## src/rtl/gol_pkg.sv

```systemverilog
// gol_pkg: shared constants and types for the Game-of-Life UART frame dumper.
//   GOL_L         default grid side
//   CH_*          ASCII bytes used to build a frame
//   uart_state_e  byte serializer states
package gol_pkg;

    localparam int GOL_L = 16;

    localparam logic [7:0] CH_HDR   = 8'h23;  // '#'
    localparam logic [7:0] CH_ALIVE = 8'h4F;  // 'O'
    localparam logic [7:0] CH_DEAD  = 8'h2E;  // '.'
    localparam logic [7:0] CH_CR    = 8'h0D;
    localparam logic [7:0] CH_LF    = 8'h0A;

    typedef enum logic [1:0] {
        S_IDLE  = 2'd0,
        S_START = 2'd1,
        S_DATA  = 2'd2,
        S_STOP  = 2'd3
    } uart_state_e;

endpackage

```

## src/rtl/gol_grid_uart_dump_uart_tx_byte.sv

```systemverilog
// uart_tx_byte: 8N1 serializer with a valid/ready byte handshake.
//   clk      in   system clock
//   rst      in   synchronous active-high reset
//   i_valid  in   byte offered
//   i_data   in   byte to send
//   o_ready  out  high in IDLE and on the last cycle of STOP; byte taken on valid & ready
//   o_tx     out  registered serial line, idle high
// Taking a byte on the last STOP cycle chains bytes with no idle gap.
module uart_tx_byte
    import gol_pkg::*;
#(
    parameter int CLKS_PER_BIT = 434
) (
    input  logic       clk,
    input  logic       rst,
    input  logic       i_valid,
    input  logic [7:0] i_data,
    output logic       o_ready,
    output logic       o_tx
);

    localparam int CNT_W = $clog2(CLKS_PER_BIT);
    localparam logic [CNT_W-1:0] CNT_LAST = CNT_W'(CLKS_PER_BIT - 1);

    uart_state_e      r_state, w_state_nxt;
    logic [CNT_W-1:0] r_cnt,   w_cnt_nxt;
    logic [2:0]       r_bit,   w_bit_nxt;
    logic [7:0]       r_shift, w_shift_nxt;
    logic             r_tx,    w_tx_nxt;
    logic             w_cnt_done;

    assign w_cnt_done = (r_cnt == CNT_LAST);
    assign o_tx       = r_tx;

    always_ff @(posedge clk) begin
        if (rst) begin
            r_state <= S_IDLE;
            r_cnt   <= '0;
            r_bit   <= '0;
            r_shift <= '0;
            r_tx    <= 1'b1;
        end else begin
            r_state <= w_state_nxt;
            r_cnt   <= w_cnt_nxt;
            r_bit   <= w_bit_nxt;
            r_shift <= w_shift_nxt;
            r_tx    <= w_tx_nxt;
        end
    end

    // The line value is set on the transition into each bit, so o_tx is glitch-free
    // and each bit holds for exactly CLKS_PER_BIT cycles.
    always_comb begin
        w_state_nxt = r_state;
        w_cnt_nxt   = r_cnt;
        w_bit_nxt   = r_bit;
        w_shift_nxt = r_shift;
        w_tx_nxt    = r_tx;
        o_ready     = 1'b0;

        case (r_state)
            S_IDLE: begin
                o_ready  = 1'b1;
                w_tx_nxt = 1'b1;
                if (i_valid) begin
                    w_state_nxt = S_START;
                    w_cnt_nxt   = '0;
                    w_shift_nxt = i_data;
                    w_tx_nxt    = 1'b0;
                end
            end
            S_START: begin
                if (w_cnt_done) begin
                    w_state_nxt = S_DATA;
                    w_cnt_nxt   = '0;
                    w_bit_nxt   = '0;
                    w_tx_nxt    = r_shift[0];
                end else begin
                    w_cnt_nxt = r_cnt + CNT_W'(1);
                end
            end
            S_DATA: begin
                if (w_cnt_done) begin
                    w_cnt_nxt = '0;
                    if (r_bit == 3'd7) begin
                        w_state_nxt = S_STOP;
                        w_tx_nxt    = 1'b1;
                    end else begin
                        // shift register keeps the current bit at [0]
                        w_bit_nxt   = r_bit + 3'd1;
                        w_shift_nxt = {1'b0, r_shift[7:1]};
                        w_tx_nxt    = r_shift[1];
                    end
                end else begin
                    w_cnt_nxt = r_cnt + CNT_W'(1);
                end
            end
            S_STOP: begin
                if (w_cnt_done) begin
                    o_ready   = 1'b1;
                    w_cnt_nxt = '0;
                    if (i_valid) begin
                        w_state_nxt = S_START;
                        w_shift_nxt = i_data;
                        w_tx_nxt    = 1'b0;
                    end else begin
                        w_state_nxt = S_IDLE;
                    end
                end else begin
                    w_cnt_nxt = r_cnt + CNT_W'(1);
                end
            end
            default: begin
                w_state_nxt = S_IDLE;
                w_tx_nxt    = 1'b1;
            end
        endcase
    end

endmodule

```

## src/rtl/gol_grid_uart_dump.sv

```systemverilog
// gol_grid_uart_dump: snapshots the L*L cell-status vector on each rising edge of
// gen_tick and sends it as an ASCII frame over UART 8N1.
// Frame: '#', then L rows of L chars ('O' alive / '.' dead) each followed by CR LF.
//   CLK_50M         in   system clock
//   rst             in   synchronous active-high reset; aborts any frame in flight
//   gen_tick        in   generation clock, same domain; rising edge = new generation
//   enable          in   1 = dump frames on ticks
//   status          in   cell states, bit L*row+col
//   uart_tx         out  serial line, idle high
//   busy            out  frame in flight
//   frames_dropped  out  accepted-enable ticks seen while busy, saturating at 255
module gol_grid_uart_dump
    import gol_pkg::*;
#(
    parameter int L            = GOL_L,
    parameter int CLKS_PER_BIT = 434
) (
    input  logic           CLK_50M,
    input  logic           rst,
    input  logic           gen_tick,
    input  logic           enable,
    input  logic [L*L-1:0] status,
    output logic           uart_tx,
    output logic           busy,
    output logic [7:0]     frames_dropped
);

    localparam int ROW_W = (L > 1) ? $clog2(L) : 1;
    localparam int COL_W = $clog2(L + 2);
    localparam int IDX_W = $clog2(L * L);

    localparam logic [ROW_W-1:0] ROW_LAST = ROW_W'(L - 1);
    localparam logic [COL_W-1:0] COL_CR   = COL_W'(L);
    localparam logic [COL_W-1:0] COL_LF   = COL_W'(L + 1);

    logic             r_tick_q;
    logic             r_busy;
    logic [7:0]       r_drop;
    logic [L*L-1:0]   r_snap;
    logic             r_hdr;
    logic [ROW_W-1:0] r_row;
    logic [COL_W-1:0] r_col;
    logic             r_all_sent;   // last byte already handed to the serializer

    logic             w_edge;
    logic             w_start;
    logic             w_drop;
    logic             w_valid;
    logic             w_ready;
    logic             w_fire;
    logic             w_done;
    logic [IDX_W-1:0] w_idx;
    logic [7:0]       w_byte;

    assign w_edge  = gen_tick & ~r_tick_q;
    assign w_start = w_edge & enable & ~r_busy;
    assign w_drop  = w_edge & enable & r_busy;

    assign w_valid = r_busy & ~r_all_sent;
    assign w_fire  = w_valid & w_ready;
    // Serializer asks for another byte at the end of the final stop bit: frame over.
    assign w_done  = r_busy & r_all_sent & w_ready;

    // Only meaningful for col < L; CR/LF columns never read it.
    assign w_idx = IDX_W'(L * int'(r_row) + int'(r_col));

    always_comb begin
        w_byte = CH_DEAD;
        if (r_hdr) begin
            w_byte = CH_HDR;
        end else if (r_col == COL_CR) begin
            w_byte = CH_CR;
        end else if (r_col == COL_LF) begin
            w_byte = CH_LF;
        end else if (r_snap[w_idx]) begin
            w_byte = CH_ALIVE;
        end
    end

    always_ff @(posedge CLK_50M) begin
        if (rst) begin
            // tick_q starts high so a tick held high through reset is not an edge
            r_tick_q   <= 1'b1;
            r_busy     <= 1'b0;
            r_drop     <= '0;
            r_snap     <= '0;
            r_hdr      <= 1'b1;
            r_row      <= '0;
            r_col      <= '0;
            r_all_sent <= 1'b0;
        end else begin
            r_tick_q <= gen_tick;

            if (w_start) begin
                r_snap     <= status;
                r_busy     <= 1'b1;
                r_hdr      <= 1'b1;
                r_row      <= '0;
                r_col      <= '0;
                r_all_sent <= 1'b0;
            end else begin
                if (w_fire) begin
                    if (r_hdr) begin
                        r_hdr <= 1'b0;
                    end else if (r_col == COL_LF) begin
                        r_col <= '0;
                        if (r_row == ROW_LAST) begin
                            r_all_sent <= 1'b1;
                        end else begin
                            r_row <= r_row + ROW_W'(1);
                        end
                    end else begin
                        r_col <= r_col + COL_W'(1);
                    end
                end
                if (w_done) begin
                    r_busy <= 1'b0;
                end
            end

            if (w_drop && (r_drop != 8'hFF)) begin
                r_drop <= r_drop + 8'd1;
            end
        end
    end

    uart_tx_byte #(
        .CLKS_PER_BIT (CLKS_PER_BIT)
    ) u_tx (
        .clk     (CLK_50M),
        .rst     (rst),
        .i_valid (w_valid),
        .i_data  (w_byte),
        .o_ready (w_ready),
        .o_tx    (uart_tx)
    );

    assign busy           = r_busy;
    assign frames_dropped = r_drop;

endmodule

```

## config.mk

```make
export PLATFORM = sky130hd
export DESIGN_NAME = gol_grid_uart_dump
export DESIGN_NICKNAME = d
export VERILOG_FILES = /design/src/rtl/gol_pkg.sv /design/src/rtl/gol_grid_uart_dump_uart_tx_byte.sv /design/src/rtl/gol_grid_uart_dump.sv
export SDC_FILE = /design/constraint.sdc
export NUM_CORES = 1
export LEC_CHECK = 0
export BUFFER_PORTS_ARGS = -buffer_cell sky130_fd_sc_hd__buf_2
export CAP_MARGIN = 0
export CORE_AREA = 2 2 212 110
export CTS_BUF_LIST = sky130_fd_sc_hd__clkbuf_8
export DETAILED_ROUTE_END_ITERATION = 10
export DIE_AREA = 0 0 214 112
export GPL_ROUTABILITY_DRIVEN = 0
export PLACE_DENSITY = 0.88
export SETUP_SLACK_MARGIN = 0.15
export SLEW_MARGIN = 15
export SYNTH_ARGS = -nofsm -noshare
export SYNTH_HDL_FRONTEND = slang
export SYNTH_HIERARCHICAL = 1
export SYNTH_SLANG_ARGS = --single-unit
```

## constraint.sdc

```tcl
create_clock -name CLK_50M -period 7.6 [get_ports CLK_50M]
set_input_delay 1.14 -clock CLK_50M [delete_from_list [all_inputs] [get_ports CLK_50M]]
set_output_delay 1.14 -clock CLK_50M [all_outputs]
set_load 0.03 [all_outputs]
```

==> results of run 1 <==
[per-layer routing]
| layer | up-vias | global-route usage [%] | wire length (um) |
|---|---|---|---|
| met4 | 0 | 7.18 | 557 |
| met5 | - | 0 | 0 |
| met3 | 62 | 7.35 | 3940 |
| li1 | 5930 | - | - |
| met2 | 649 | 46.3 | 16300 |
| met1 | 5920 | 44.5 | 16700 |
[power groups by stage]
stage | clock network, mW | registers [mW] | logic, mW
2_1_floorplan | 0 | 1.67 | 0.166
3_3_place_gp | 0 | 1.67 | 0.265
3_5_place_dp | 0 | 1.67 | 0.274
4_1_cts | 1.27 | 1.64 | 0.277
5_1_grt | 1.34 | 1.64 | 0.308
6_report | 1.26 | 1.64 | 0.281
[metrics by stage]
stage | cell area [um2] | power, mW | instances | hold slack [ps]
after floorplan | 13500 | 1.83 | 1617 | 432
after global placement | 14700 | 1.94 | 2075 | 438
after detailed placement | 14700 | 1.95 | 2075 | 443
after CTS | 15600 | 3.19 | 2146 | 452
after global routing | 15600 | 3.29 | 2146 | 468
final | 15600 | 3.18 | 2147 | 453
[area by class of cell]
cell class                 instances  share of cell area (%)
antenna                            1                  0.0161
clock buffer                      57                    5.03
clock inverter                    14                   0.353
inverter                          12                   0.289
multi-input combinational       1179                    44.0
sequential                       300                    38.6
tap                              307                    2.46
timing repair buffer             277                    9.24
[cells by family (layout without fill, tap and decap cells)]
kind of cell	after synthesis	after routing	share of synthesized area, %
other	1	3	0.0278
and+or+nand+nor	670	670	20.3
xor gates and xnor gates	11	11	0.713
adders and majority gates	17	17	1.58
buffers and inverters	138	360	4.88
muxes	94	94	11.3
DFF	300	300	44.5
AOI/OAI and AO/OA	385	385	16.7
[cells in the mapped netlist (6+ instances only)]
cell,n
nand2b_1,7
dfxtp_1,300
nor2b_1,7
o21ai_0,13
inv_1,12
clkbuf_1,99
nand3_1,22
mux4_2,41
buf_2,7
a21oi_1,289
mux2_2,13
buf_6,10
ha_1,17
xor2_1,6
nand2_1,546
a22o_1,7
nor2_1,35
a311oi_1,6
mux2i_1,35
a31oi_1,7
a22oi_1,6
nor3_1,16
[state kept, by name (all words and copies together) (netlist names)]
register,count
r_hdr,1
frames_dropped,8
u_tx/o_tx,1
r_row,4
u_tx/r_cnt,9
r_all_sent,1
busy,1
r_col,5
r_snap,256
u_tx/r_shift,8
r_tick_q,1
u_tx/r_state,2
u_tx/r_bit,3
[tightest hold or removal path, delay by kind of cell (launching register included)]
family             cells  cell delay [ps]
and+or+nand+nor        1               50
DFF                    1              310
AOI/OAI and AO/OA      1               50
[worst max path at each step]
stage | end | slack, ps | depth (start not counted) | startpoint
2_1_floorplan | u_tx/r_shift[5]$_SDFFE_PP0P_ | 5160 | 10 | r_col[0]$_SDFFE_PP0P_
3_5_place_dp | r_hdr$_SDFFE_PP1P_ | 3990 | 6 | gen_tick
6_report | u_tx/r_shift[6]$_SDFFE_PP0P_ | 3940 | 9 | r_col[1]$_SDFFE_PP0P_
5_1_grt | u_tx/r_shift[0]$_SDFFE_PP0P_ | 3710 | 9 | r_col[0]$_SDFFE_PP0P_
3_3_place_gp | r_hdr$_SDFFE_PP1P_ | 4020 | 6 | gen_tick
4_1_cts | u_tx/r_shift[0]$_SDFFE_PP0P_ | 3980 | 9 | r_col[1]$_SDFFE_PP0P_
==> key figures, run 1 <==
Critical path
  • Critical Path, Cell by Cell: buf_4, nand3b_1, nor2_1, a2111oi_4, o311ai_2, a21oi_2, nor4b_2, mux2i_1, a311oi_1
  • Slowest CP cell: dfxtp_4
  • Worst Path Max Fanout: 39
  • Crit. End Element: flop
  • CP required: 8030 ps
  • R2R cell count: 9
  • Buf/Inv on CP: 1
  • R2r endpoint: u_tx/r_shift[6]$_SDFFE_PP0P_
  • R2r setup slk: 3940 ps
  • Worst Path Arrival: 4090 ps
  • Setup CP Type: flop to flop
  • RR Startpoint: r_col[1]$_SDFFE_PP0P_
  • Largest stage delay on the critical path: 660 ps
  • Worst Setup Start Kind: flop
  • CP delay by family, top: simple AND/OR/NAND/NOR gates

Power and ir drop
  • Combinational power share: 8.8%
  • Switching pwr: 0.791 mW
  • VDD IR-drop max: 0.000116 V
  • Sequential power share: 51.5%
  • Net Sw Frac: 24.8%
  • PwrDens: 204 mW/mm2
  • Internal: 2.39 mW
  • P_leak: 5.65 nW
  • Clk pwr share: 39.6%

CTS
  • CTS tree: done
  • Clock sink count: 300
  • Clock-pin transition on the worst setup and hold timing paths: 70 ps
  • Hold-fix buffers at CTS: 0
  • CTS-repair resized insts: 0
  • Skew-Pair Late Insertion Delay: 550 ps
  • Setup Fix Bufs, Post-CTS: 0
  • CTS buffer count: 42
  • H-tree levels: 2
  • CTS Root Cell: clkbuf_8
  • CTS max path bufs: 3

Timing
  • Max Freq: 273 MHz
  • Tcrit/Tclk final: 48.2%
  • Worst setup margin: 3940 ps
  • Worst slew margin: 27.9%
  • Setup TNS: 0 ps
  • Measured slew at the worst slew-check pin: 1080 ps
  • Setup violations, final: 0
  • Final critical path time including I/O delays and setup: 3660 ps
  • Hold Fails Final Rpt: 0
  • Clock Skew: 20.8 ps
  • Final-report max-slew violation count: 0
  • RSZ-0062 raised after global routing: false

Cells and area
  • Final #Nets: 2089
  • Layout cells sized above 1: 22.7%
  • Most frequent cells in the layout: nand2_1 (546), dfxtp_1 (297), a21oi_1 (289)
  • Layout area overhead: 15.4%
  • Most common cell after layout, fill and taps aside: nand2_1
  • Multi-input logic area: 0.00686 mm2
  • FF/Latch Area: 0.00601 mm2
  • Final-layout fill cell count: 1737
  • Util after Layout: 70.2%

Synthesis
  • Post-synth top area share: 44.5%
  • Main synth FF type: dfxtp_1
  • Yosys synthesis warning count: 6
  • Area leader, netlist: dfxtp_1
  • #FFs+latches synth: 300
  • Post-synthesis sequential area ratio: 44.5%
  • Synthesized area: 0.0135 mm2
  • Syn Area/Cell: 8.36 um2
  • Library cells used by synthesis: 73
  • Mapped Cells: 1616
  • Synth area leaders: dfxtp_1 (44%), nand2_1 (15%), a21oi_1 (11%), mux4_2 (6.8%), clkbuf_1 (2.8%)
  • Async set-reset flop share out of synthesis: 0%
  • Number of flops mapped to enable cells by yosys: 0

Placed design
  • Post-DP HPWL: 25.6 mm
  • IO buf count: 269
  • Worst slack at placement: 3990 ps

Detailed routing
  • First-pass iteration count of the detailed router: 7
  • Wirelength, routed: 37.5 mm
  • Post-route ant nets: 0
  • Avg Vias per Cell: 5.85
  • DRT iter0 DRCs: 1325
  • DRC violations left: 0
  • Wire per inst: 17.5 um
  • Via count: 12600

Min path
  • Hold Path Sink: r_snap[244]$_SDFFE_PP0P_
  • Worst Hold Path Cells: 2
  • Hold Startpoint: r_snap[244]$_SDFFE_PP0P_
  • Hold Path Class: flop to flop

Die
  • I/O Pins: 270
  • Core footprint: 0.0222 mm2
  • Full die area: 0.0240 mm2
  • # rows: 39
  • Starting Density: 60.8%
  • Die Ht: 112 um
  • Die W: 214 um

Global routing
  • First-pass GRT wire length: 59.6 mm
  • Initial antenna violation count: 2
  • Grt total ovfl: 0
  • GRT Total Usage: 30.7%
  • Largest net degree at the start of global routing: 257
  • Vias in the first global route: 11700

Run
  • # Max-Cap Violations: 0

Status
  • Status: complete, no violations
Note: power is estimated with default switching activity, not from simulation.
==> inputs of run 2 (changes only) <==
- CORE_AREA: 2 2 212 110 -> 2 2 221 114
- DIE_AREA: 0 0 214 112 -> 0 0 223 116
- PLACE_DENSITY: 0.88 -> 0.82
- clock period: 7.6 -> 3.5 ns (I/O delays scaled with it)
==> key figures, run 2 (synthesis gave the netlist of run 1 again) <==
CTS
  • CTS Root Cell: clkbuf_8
  • CTS tree: done
  • Clock-pin transition on the worst setup and hold timing paths: 70 ps
  • CTS max path bufs: 3
  • CTS-repair resized insts: 0
  • Setup Fix Bufs, Post-CTS: 0
  • Skew-Pair Late Insertion Delay: 540 ps
  • Clock sink count: 300
  • Hold-fix buffers at CTS: 0
  • CTS buffer count: 40
  • H-tree levels: 2

Min path
  • Worst Hold Path Cells: 2
  • Hold Path Sink: r_tick_q$_SDFF_PP1_
  • Hold Path Class: input pin to flop
  • Hold Startpoint: gen_tick

Cells and area
  • Final #Nets: 2111
  • Layout area overhead: 16.7%
  • Most common cell after layout, fill and taps aside: nand2_1
  • Most frequent cells in the layout: nand2_1 (546), dfxtp_1 (298), a21oi_1 (289)
  • Final-layout fill cell count: 2004
  • Layout cells sized above 1: 23.4%
  • Max reg flops: 256
  • Multi-input logic area: 0.00686 mm2
  • Most flops, register: r_snap
  • Biggest regs: r_snap (256), u_tx/r_cnt (9)
  • Post-route cell area: 0.0158 mm2
  • FF/Latch Area: 0.00601 mm2
  • Number of diodes: 0

Timing
  • Setup violations, final: 0
  • Max Freq: 334 MHz
  • Measured slew at the worst slew-check pin: 763 ps
  • Tcrit/Tclk final: 85.6%
  • Final-report max-slew violation count: 0
  • Clock Skew: 15.9 ps
  • Setup TNS: 0 ps
  • Worst slew margin: 49.1%
  • Final critical path time including I/O delays and setup: 3000 ps
  • Hold Fails Final Rpt: 0
  • RSZ-0062 raised after global routing: false

Global routing
  • Initial antenna violation count: 1
  • Largest net degree at the start of global routing: 113
  • Grt total ovfl: 0
  • Vias in the first global route: 11400
  • GRT Total Usage: 28.2%
  • First-pass GRT wire length: 58.1 mm

Critical path
  • Worst Path Arrival: 3450 ps
  • R2R cell count: 8
  • Worst Path Max Fanout: 30
  • Setup CP Type: flop to flop
  • Crit. End Element: flop
  • R2r setup slk: 500 ps
  • R2r endpoint: u_tx/r_shift[5]$_SDFFE_PP0P_
  • RR Startpoint: r_col[0]$_SDFFE_PP0P_
  • Worst Setup Start Kind: flop
  • Crit path from: r_col[0]$_SDFFE_PP0P_
  • CP required: 3950 ps

Detailed routing
  • DRT iter0 DRCs: 1005
  • First-pass iteration count of the detailed router: 5
  • Wire per inst: 17.1 um
  • Wirelength, routed: 37.0 mm
  • Post-route ant nets: 0
  • Via count: 12300
  • DRC violations left: 0
  • Avg Vias per Cell: 5.66

Die
  • Die Ht: 116 um
  • # rows: 40
  • I/O Pins: 270
  • Die W: 223 um
  • Full die area: 0.0259 mm2
  • Core footprint: 0.0238 mm2
  • Starting Density: 56.8%

Power and ir drop
  • Internal: 5.07 mW
  • Net Sw Frac: 25.0%
  • PwrDens: 429 mW/mm2
  • Final Power: 6.76 mW
  • P_leak: 5.75 nW
  • Switching pwr: 1.69 mW
  • Sequential power share: 52.7%
  • Combinational power share: 9.1%
  • VDD IR-drop max: 0.000262 V
  • Clk pwr share: 38.2%

Placed design
  • Post-Place Cell Area: 0.0150 mm2
  • IO buf count: 269
  • Post-DP HPWL: 26.6 mm

Run
  • # Max-Cap Violations: 0

Status
  • Status: complete, no violations
-- run 2: cell types whose count changed in the layout (fill, tap and decap cells not counted), sizes merged --
cell    delta
inv        -1
clkbuf     -9
bufinv     +1
buf       +24
clkinv     +2
diode      -1
-- run 2: critical path, cell delays in order (launching register included) --
cell and delay (ps):
dfxtp_4 710, buf_12 280, mux4_2 520, a211oi_1 520, o32ai_2 200, nand3_1 120, a31o_1 160, mux2i_1 80
a311oi_1 290
-- run 2: worst max-delay path by stage --
stage	endpoint	slack, ps
after floorplan	u_tx/r_shift[5]$_SDFFE_PP0P_	1060
after global placement	u_tx/r_shift[5]$_SDFFE_PP0P_	650
after detailed placement	u_tx/r_shift[5]$_SDFFE_PP0P_	580
after CTS	u_tx/r_shift[5]$_SDFFE_PP0P_	550
after global routing	u_tx/r_shift[0]$_SDFFE_PP0P_	310
final	u_tx/r_shift[5]$_SDFFE_PP0P_	500
-- run 2: area by class of cell --
type	instances	share of cell area [%]
clock buffer	48	4.19
clock inverter	16	0.580
inverter	12	0.286
multi-input combinational	1179	43.5
sequential	300	38.2
tap	315	2.50
timing repair buffer	301	10.8
-- run 2: power by group through the flow --
stage | Clock, mW | Sequential (mW) | Combinational [mW]
2_1_floorplan | 0 | 3.62 | 0.360
3_3_place_gp | 0 | 3.63 | 0.595
3_5_place_dp | 0 | 3.63 | 0.608
4_1_cts | 2.60 | 3.56 | 0.611
5_1_grt | 2.76 | 3.57 | 0.683
6_report | 2.58 | 3.56 | 0.616
-- run 2: through the flow --
step | utilization, % | hold WS (ps) | cells | setup WS [ps]
final | 66.3 | 191 | 2171 | 504
after CTS | 66.3 | 174 | 2171 | 545
after detailed placement | 63.1 | 444 | 2107 | 577
after floorplan | - | 432 | 1617 | 1060
after global routing | 66.3 | 164 | 2171 | 306
after global placement | 63.1 | 439 | 2107 | 650
-- run 2: metal layers --
metal	wire, um	vias up	part of all wire (%)	GRT usage, %
met3	2760	73	7.5	6.80
met1	16200	5811	44	37.1
met2	17100	414	46	46.7
met5	12	-	0.032	0
met4	966	2	2.6	9.08
li1	-	5980	-	-
